$ cat src/rtl/judge_pkg.sv
// judge_pkg: shared types, lane indices and saturating arithmetic for note_judge.
package judge_pkg;
    typedef enum logic [1:0] {IDLE, PLAY, DONE} judge_state_t;
    localparam int LANES = 3;
    localparam int LANE_ONE = 0;
    localparam int LANE_TWO = 1;
    localparam int LANE_SPACE = 2;
    localparam int COMBO_BONUS_TH = 10;

    function automatic logic [31:0] sat_add(input logic [31:0] a, input logic [31:0] b,
                                            input logic [31:0] max);
        logic [32:0] s;
        s = {1'b0, a} + {1'b0, b};
        return (s > {1'b0, max}) ? max : s[31:0];
    endfunction
endpackage

$ cat src/rtl/note_judge_key_edge.sv
// key_edge: registered rising-edge detector; press is high in the cycle a key first rises.
module key_edge #(
    parameter int W = 1
) (
    input  logic         Clk,
    input  logic         Reset,
    input  logic [W-1:0] key,
    output logic [W-1:0] press
);
    logic [W-1:0] key_q;

    always_ff @(posedge Clk or posedge Reset)
        if (Reset) key_q <= '0;
        else       key_q <= key;

    assign press = key & ~key_q;
endmodule

$ cat src/rtl/note_judge.sv
// note_judge: 3-lane note highway with strike-row judging, score/combo/miss counters.
// Optional JUDGE_GHOST_PENALTY_EN: a press on an empty strike-row lane resets combo.
module note_judge
    import judge_pkg::*;
#(
    parameter int DEPTH   = 8,
    parameter int SCORE_W = 16
) (
    input  logic                 Clk,
    input  logic                 Reset,
    input  logic                 start_,
    input  logic                 end_,
    input  logic                 shift,
    input  logic                 one,
    input  logic                 two,
    input  logic                 space,
    input  logic [2:0]           note_in,
    output logic [3*DEPTH-1:0]   lane_map,
    output logic [SCORE_W-1:0]   score,
    output logic [7:0]           combo,
    output logic [7:0]           miss_cnt,
    output logic [2:0]           hit,
    output logic [2:0]           miss,
    output logic                 playing
);
    localparam int MW = 3 * DEPTH;

    judge_state_t state, state_n;
    logic [LANES-1:0] keys, press;
    logic [2:0] row0, hits, misses;
    logic [1:0] n_hit, n_miss;
    logic [2:0] gain;
    logic       active, kill;

    assign keys[LANE_ONE]   = one;
    assign keys[LANE_TWO]   = two;
    assign keys[LANE_SPACE] = space;

    key_edge #(.W(LANES)) u_edge (
        .Clk   (Clk),
        .Reset (Reset),
        .key   (keys),
        .press (press)
    );

    always_ff @(posedge Clk or posedge Reset)
        if (Reset) state <= IDLE;
        else       state <= state_n;

    always_comb
        state_n = start_ ? PLAY : (state == PLAY && end_) ? DONE : state;

    always_comb begin
        playing = state == PLAY;
        active  = playing && !start_;
    end

    // Judge against the pre-shift strike row; hit notes are removed before miss detection.
    assign row0   = lane_map[2:0];
    assign hits   = press & row0;
    assign misses = shift ? row0 & ~hits : 3'b000;
    assign n_hit  = 2'($countones(hits));
    assign n_miss = 2'($countones(misses));
    assign gain   = (combo >= 8'(COMBO_BONUS_TH)) ? {n_hit, 1'b0} : {1'b0, n_hit};

`ifdef JUDGE_GHOST_PENALTY_EN
    assign kill = |misses || |(press & ~row0);
`else
    assign kill = |misses;
`endif

    always_ff @(posedge Clk or posedge Reset)
        if (Reset) begin
            lane_map <= '0;
            score    <= '0;
            combo    <= '0;
            miss_cnt <= '0;
            hit      <= '0;
            miss     <= '0;
        end else begin
            hit  <= active ? hits : 3'b000;
            miss <= active ? misses : 3'b000;
            if (start_) begin
                lane_map <= '0;
                score    <= '0;
                combo    <= '0;
                miss_cnt <= '0;
            end else if (active) begin
                lane_map <= shift ? {note_in, lane_map[MW-1:3]} : {lane_map[MW-1:3], row0 & ~hits};
                score    <= SCORE_W'(sat_add(32'(score), 32'(gain), 32'({SCORE_W{1'b1}})));
                combo    <= kill ? 8'd0 : 8'(sat_add(32'(combo), 32'(n_hit), 32'd255));
                miss_cnt <= 8'(sat_add(32'(miss_cnt), 32'(n_miss), 32'd255));
            end
        end
endmodule

$ cat config.mk
export PLATFORM = sky130hd
export DESIGN_NAME = note_judge
export DESIGN_NICKNAME = d
export VERILOG_FILES = /design/src/rtl/judge_pkg.sv /design/src/rtl/note_judge_key_edge.sv /design/src/rtl/note_judge.sv
export SDC_FILE = /design/constraint.sdc
export NUM_CORES = 1
export LEC_CHECK = 0
export BUFFER_PORTS_ARGS = -buffer_cell sky130_fd_sc_hd__buf_4
export CORE_MARGIN = 5
export CORE_UTILIZATION = 35
export CTS_BUF_LIST = sky130_fd_sc_hd__clkbuf_2 sky130_fd_sc_hd__clkbuf_4 sky130_fd_sc_hd__clkbuf_8
export CTS_CLUSTER_SIZE = 14
export DETAILED_ROUTE_END_ITERATION = 8
export PLACE_DENSITY = 0.59
export SLEW_MARGIN = 10
export SYNTH_ARGS = -nofsm -noshare
export SYNTH_HDL_FRONTEND = slang
export SYNTH_SLANG_ARGS = --single-unit
$ cat constraint.sdc
create_clock -name Clk -period 4.1 [get_ports Clk]
set_clock_uncertainty 0.2 [all_clocks]
set_input_delay 0.615 -clock Clk [delete_from_list [all_inputs] [get_ports Clk]]
set_output_delay 0.615 -clock Clk [all_outputs]
set_load 0.005 [all_outputs]
==> impl_metrics.toml, run 1 <==
[critical_path]
crit_top_cell = "fa_1"
r2r_cells = 11
endpoint_kind = "register"
startpoint_type = "register"
slowest_stage = "fa_1"
cp.arrival_ps = 3310
timing.rr.start = "u_edge.key_q[2]$_DFF_PP0_"
r2r_end = "score[11]$_DFFE_PP0P_"
cp_max_fo = 12
cp.required_ps = 4110
critical_path.max_stage_delay_ps = 470
r2r_slack_ps = 800
crit_type = "register to register"
crit_chain = "nand2b_1 -> nor2_1 -> fa_1 -> and3_1 -> ha_1 -> fa_1 -> a21oi_2 -> nor3_2 -> nand2_1 -> and2_2 -> a311oi_1"

[min_path]
holdPathStages = 1
hold_path.class = "input pin to register"
hold_end = "u_edge.key_q[2]$_DFF_PP0_"
hp-start = "space"

[floorplan]
die_w_um = 106.7
initial_core_util_pct = 35.59
num_rows = 35
pin_count = 74
design.core.area_um2 = 9196
die_area_um2 = 11390
die_h_um = 106.7

[power_and_ir_drop]
power.leakage_nw = 2.068
p_clk_share_pct = 44.9
pwr-share-seq_pct = 45.4
p_comb_share_pct = 9.7
peakVddDrop_mv = 0.1828
power_switching_mw = 0.3800
internal_power_mw = 1.146
powerDensity_nw_per_um2 = 366.1
swShare_pct = 24.90

[outcome]
outcome = "finished clean"

[synthesis]
async_flop_share_pct = 100.0
synth-compound-area-share_pct = 18.92
synth-seq-cells = 67
synth.avg_cell_area_um2 = 10.46
yosys.area.top_type_share_pct = 51.22
yosys_warnings = 0
synthMuxAreaShare_pct = 0.6116
yosysUniqueCellTypes = 48
synth_nets = 336
synthTopCellsByArea = "dfrtp_1, a22o_1, nor2_1"
synth_top_family_by_area = "simple AND/OR/NAND/NOR gates"
synth-adder-area-share_pct = 5.734
ys.flop_type = "dfrtp_1"
seq_area_frac_synth_pct = 51.22
synth-edff-count = 0
synth_area_um2 = 3273
synth_top_area_cell = "dfrtp_1"
synth_xor_area_share_pct = 0.2676
synthCells = 313
yosys.area_share.simple_pct = 19.34

[drt]
avgRoutedWirePerCell_um = 15.43
wl_mm = 7.760
drtIter0Drc = 64
vias_per_cell = 5.250
drcViolationCount = 0
ant_nets = 0
num_vias = 2641
dr.pass1.iters = 4

[placement]
numPortBuffers = 73
finalWeightedCongestion = 0.7696
dp_slack_ps = 483.0
placed_cells = 487
postPlaceCellArea_um2 = 3919
dp_hpwl_mm = 5.525

[sta]
worst_pin_slew_ps = 902.9
max_freq_mhz = 303.1
setup-violations-final = 0
period_share_pct = 80.46
rsz0062_at_grt = "false"
setup_ws_ps = 801.0
relSlewSlack_pct = 39.72
finalHoldViolCount = 0
finalSetupTns_ps = 0
final_max_slew_viol_count = 0
period_needed_ps = 3299

[global_route]
grt_pass1_wl_mm = 13.37
grt_start_max_net_pins = 44
antenna_found_initial = 0
overflow = 0
grt.total_usage_pct = 14.60
grt_pass1_vias = 2612

[clock_network]
cts_buffers = 9
tritoncts = "built"
insertion_delay_ps = 340
postCtsSetupBuffers = 0
clk_path_buf_depth = 2
cts_sinks = 67
htree_levels = 3
path_clk_slew_ps = 80
postCtsHoldBufs = 0
cts_root_buf = "clkbuf_8"
cts_resized = 0

[finish]
final_cell_mix = "buf_4, dfrtp_1, nor2_1"
final_common_cell = "buf_4"
layout.cells.non_filler = 503
syn_to_final_growth_pct = 27.33
drive_gt1_share_pct = 27.04
postLayoutCoreUtil_pct = 45.32
nets = 410
fin_area_um2 = 4168
diodes = 0

[flow_run]
max_cap_violations = 0
[worst max path at each step]
stage               cells past startpoint  slack (ps)                       from                    end
floorplan                              12         970                      space   score[5]$_DFFE_PP0P_
global placement                       12         570                      space  score[11]$_DFFE_PP0P_
detailed placement                     12         480                      space  score[11]$_DFFE_PP0P_
CTS                                    11         770  u_edge.key_q[2]$_DFF_PP0_  score[11]$_DFFE_PP0P_
global route                            9         500       combo[4]$_DFFE_PP0P_  score[11]$_DFFE_PP0P_
finish                                 11         800  u_edge.key_q[2]$_DFF_PP0_  score[11]$_DFFE_PP0P_
[cells in the mapped netlist, drive strengths merged (9+ instances only)]
cell and count:
a21oi 14, a22o 26, a31oi 9, and3 11, buf 10, dfrtp 67
inv 13, nand2 17, nand3 12, nor2 33, nor3 12, o21ai 9
[registers in the layout (all words and copies together) (netlist names)]
name / count
miss: 3
miss_cnt: 8
u_edge.key_q: 3
hit: 3
state: 2
lane_map: 24
score: 16
combo: 8
[per-stage QoR]
step                      power, mW  hold slack [ps]
after global routing          1.601            172.4
after detailed placement     0.8579            300.4
after CTS                     1.541            184.0
after floorplan              0.7985            267.0
final                         1.526            194.6
after global placement       0.8558            282.7
[power by group through the flow]
stage	Clock (mW)	Combinational (mW)	Sequential [mW]
after floorplan	0	0.0950	0.704
after global placement	0	0.150	0.706
after detailed placement	0	0.152	0.705
after CTS	0.695	0.153	0.693
after global routing	0.734	0.171	0.695
final	0.685	0.149	0.692
[worst max-delay path: cells and delay by family (launching register included)]
family,cells,cell delay (ps)
compound gates,2,370
flops,1,360
fa+ha+maj,3,1100
simple gates,6,1150
[routing by layer]
layer | wire length, µm | share of wire [%] | up-vias | global-route usage (%)
li1 | - | - | 1296 | -
met1 | 3731 | 48 | 1257 | 20.32
met2 | 3344 | 43 | 76 | 21.36
met3 | 571 | 7.4 | 12 | 5.178
met4 | 112 | 1.4 | 0 | 4.384
met5 | 0 | 0 | - | 0
[cells by family after synthesis]
family	after synthesis
xor+xnor	1
simple gates	118
buf+inv	28
fa+ha+maj	12
compound gates	85
flops	67
mux	2
[final cells by class]
class | count | area (µm²)
Clock buffer | 9 | 123.9
Clock inverter | 7 | 125.1
Fill cell | 891 | 5029
Inverter | 13 | 48.80
Multi-Input combinational cell | 218 | 1469
Sequential cell | 67 | 1677
Tap cell | 111 | 138.9
Timing Repair Buffer | 78 | 585.6
No activity file was read; power rests on OpenSTA's default activity.
==> run 2, diff against run 1 <==
- clock period: 4.1 -> 3.2 ns (I/O delays scaled with it)
==> run 2 against run 1 <==
Effect of this change: clock power grew 7.0%; design area up 1.5%; critical path type unchanged; sequential share of layout area down 0.61 points; clock-buffer cell count did not move; core utilization is 0.69 points higher; sequential power up 28%; worst setup slack worse by 620 ps.
==> impl_metrics.toml, run 2 (synthesized netlist as in run 1, its figures left out) <==
[outcome]
outcome = "finished clean"

[finish]
syn_to_final_growth_pct = 29.28
drive_gt1_share_pct = 30.02
reg.largest.list = "lane_map x24, score x16"
final_cell_mix = "buf_4, dfrtp_1, nor2_1"
largest_register = "lane_map"
postLayoutCoreUtil_pct = 46.01
final_common_cell = "buf_4"
nets = 421
largest_reg_flops = 24
diodes = 0

[critical_path]
slowest_stage = "fa_1"
cp.arrival_ps = 3110
startpoint = "lane_map[0]$_DFFE_PP0P_"
cp_max_fo = 5
path_buf_inv = 2
endpoint = "combo[5]$_DFFE_PP0P_"
crit_chain = "inv_1 -> nor2_2 -> fa_1 -> ha_1 -> inv_1 -> fa_1 -> and3b_2 -> nand2_1 -> or2_2 -> o21ai_0 -> a22o_1"
cp.required_ps = 3290
timing.rr.start = "lane_map[0]$_DFFE_PP0P_"
crit_type = "register to register"
endpoint_kind = "register"
cp.depth = 11
r2r_end = "combo[5]$_DFFE_PP0P_"
critPathTopFamily = "adder cells"
r2r_cells = 11
startpoint_type = "register"
critical_path.max_stage_delay_ps = 580
r2r_slack_ps = 180

[power_and_ir_drop]
power.leakage_nw = 2.099
peakVddDrop_mv = 0.2195
powerDensity_nw_per_um2 = 429.8
finalPower_mw = 1.819

[placement]
numPortBuffers = 73
dp_hpwl_mm = 5.576
finalWeightedCongestion = 0.7412
dp_slack_ps = -9.385

[min_path]
holdPathStages = 1
hold_path.class = "input pin to register"

[flow_run]
max_cap_violations = 0

[sta]
period_needed_ps = 3018
period_share_pct = 94.30
setup-violations-final = 0
final_max_slew_viol_count = 0
relSlewSlack_pct = 44.28
setup_ws_ps = 182.4
worst_pin_slew_ps = 835.8
rsz0062_at_grt = "false"
max_freq_mhz = 331.4
finalHoldViolCount = 0

[clock_network]
insertion_delay_ps = 350
htree_levels = 3
cts_resized = 0
cts_root_buf = "clkbuf_8"
cts_buffers = 9
tritoncts = "built"
postCtsHoldBufs = 0
clk_path_buf_depth = 2
path_clk_slew_ps = 80
cts_sinks = 67
postCtsSetupBuffers = 0

[drt]
avgRoutedWirePerCell_um = 15.34
dr.pass1.iters = 4
vias_per_cell = 5.268
wl_mm = 7.887
drtIter0Drc = 106
drcViolationCount = 0
ant_nets = 0
num_vias = 2708

[global_route]
overflow = 0
antenna_found_initial = 0
grt_start_max_net_pins = 68
grt_pass1_wl_mm = 13.24
grt.total_usage_pct = 14.40
grt_pass1_vias = 2590

[floorplan]
die_w_um = 106.7
pin_count = 74
die_area_um2 = 11390
initial_core_util_pct = 35.59
num_rows = 35
design.core.area_um2 = 9196
die_h_um = 106.7
-- run 2: changes by cell type in the layout (fill, tap and decap cells not counted), moves of 2 or more --
cell	before	now
nor2_2	0	2
a21oi_2	2	0
nor2_1	33	31
clkinv_4	3	0
bufinv_16	3	1
a21oi_4	0	2
inv_6	1	3
buf_4	78	89
-- run 2: layout make-up --
class	instances	area [µm²]
multi-input cells	218	1495
clock buffers	9	123.9
repair buffers	89	668.1
clock inverters	7	80.08
inverters	13	48.80
flip-flops and latches	67	1677
fillers	880	4965
well taps	111	138.9
-- run 2: per-stage QoR --
| step | instance area (µm²) | TNS, ps | hold WS [ps] | cells |
|---|---|---|---|---|
| final | 4232 | 0 | 45.84 | 514 |
| after detailed placement | 4001 | -18.41 | 296.2 | 498 |
| after global routing | 4232 | 0 | 19.11 | 514 |
| after CTS | 4205 | 0 | 25.31 | 514 |
| after global placement | 4001 | 0 | 280.6 | 498 |
| after floorplan | 3273 | 0 | 267.0 | 313 |
-- run 2: per-layer routing --
layer  up-vias  wire, µm  share of wire (%)  track usage [%]
li1       1323         -                  -                -
met3        10       592                7.5            5.057
met4         0        93                1.2            3.562
met1      1296      3727                 47            19.81
met5         -         0                  0                0
met2        79      3473                 44            21.76
-- run 2: how the worst min path moves through the flow --
stage,endpoint,start
global placement,state[1]$_DFFE_PP0P_,state[1]$_DFFE_PP0P_
global route,u_edge.key_q[0]$_DFF_PP0_,one
CTS,u_edge.key_q[0]$_DFF_PP0_,one
floorplan,state[1]$_DFFE_PP0P_,state[1]$_DFFE_PP0P_
finish,u_edge.key_q[0]$_DFF_PP0_,one
detailed placement,state[1]$_DFFE_PP0P_,state[1]$_DFFE_PP0P_
-- run 2: power breakdown --
| group | leakage [nW] | switching [mW] | internal [mW] | total [mW] |
|---|---|---|---|---|
| Combinational | 1.08 | 0.118 | 0.0815 | 0.200 |
| Sequential | 0.917 | 0.0192 | 0.867 | 0.886 |
| Clock | 0.103 | 0.361 | 0.372 | 0.733 |
| Total | 2.10 | 0.499 | 1.32 | 1.82 |
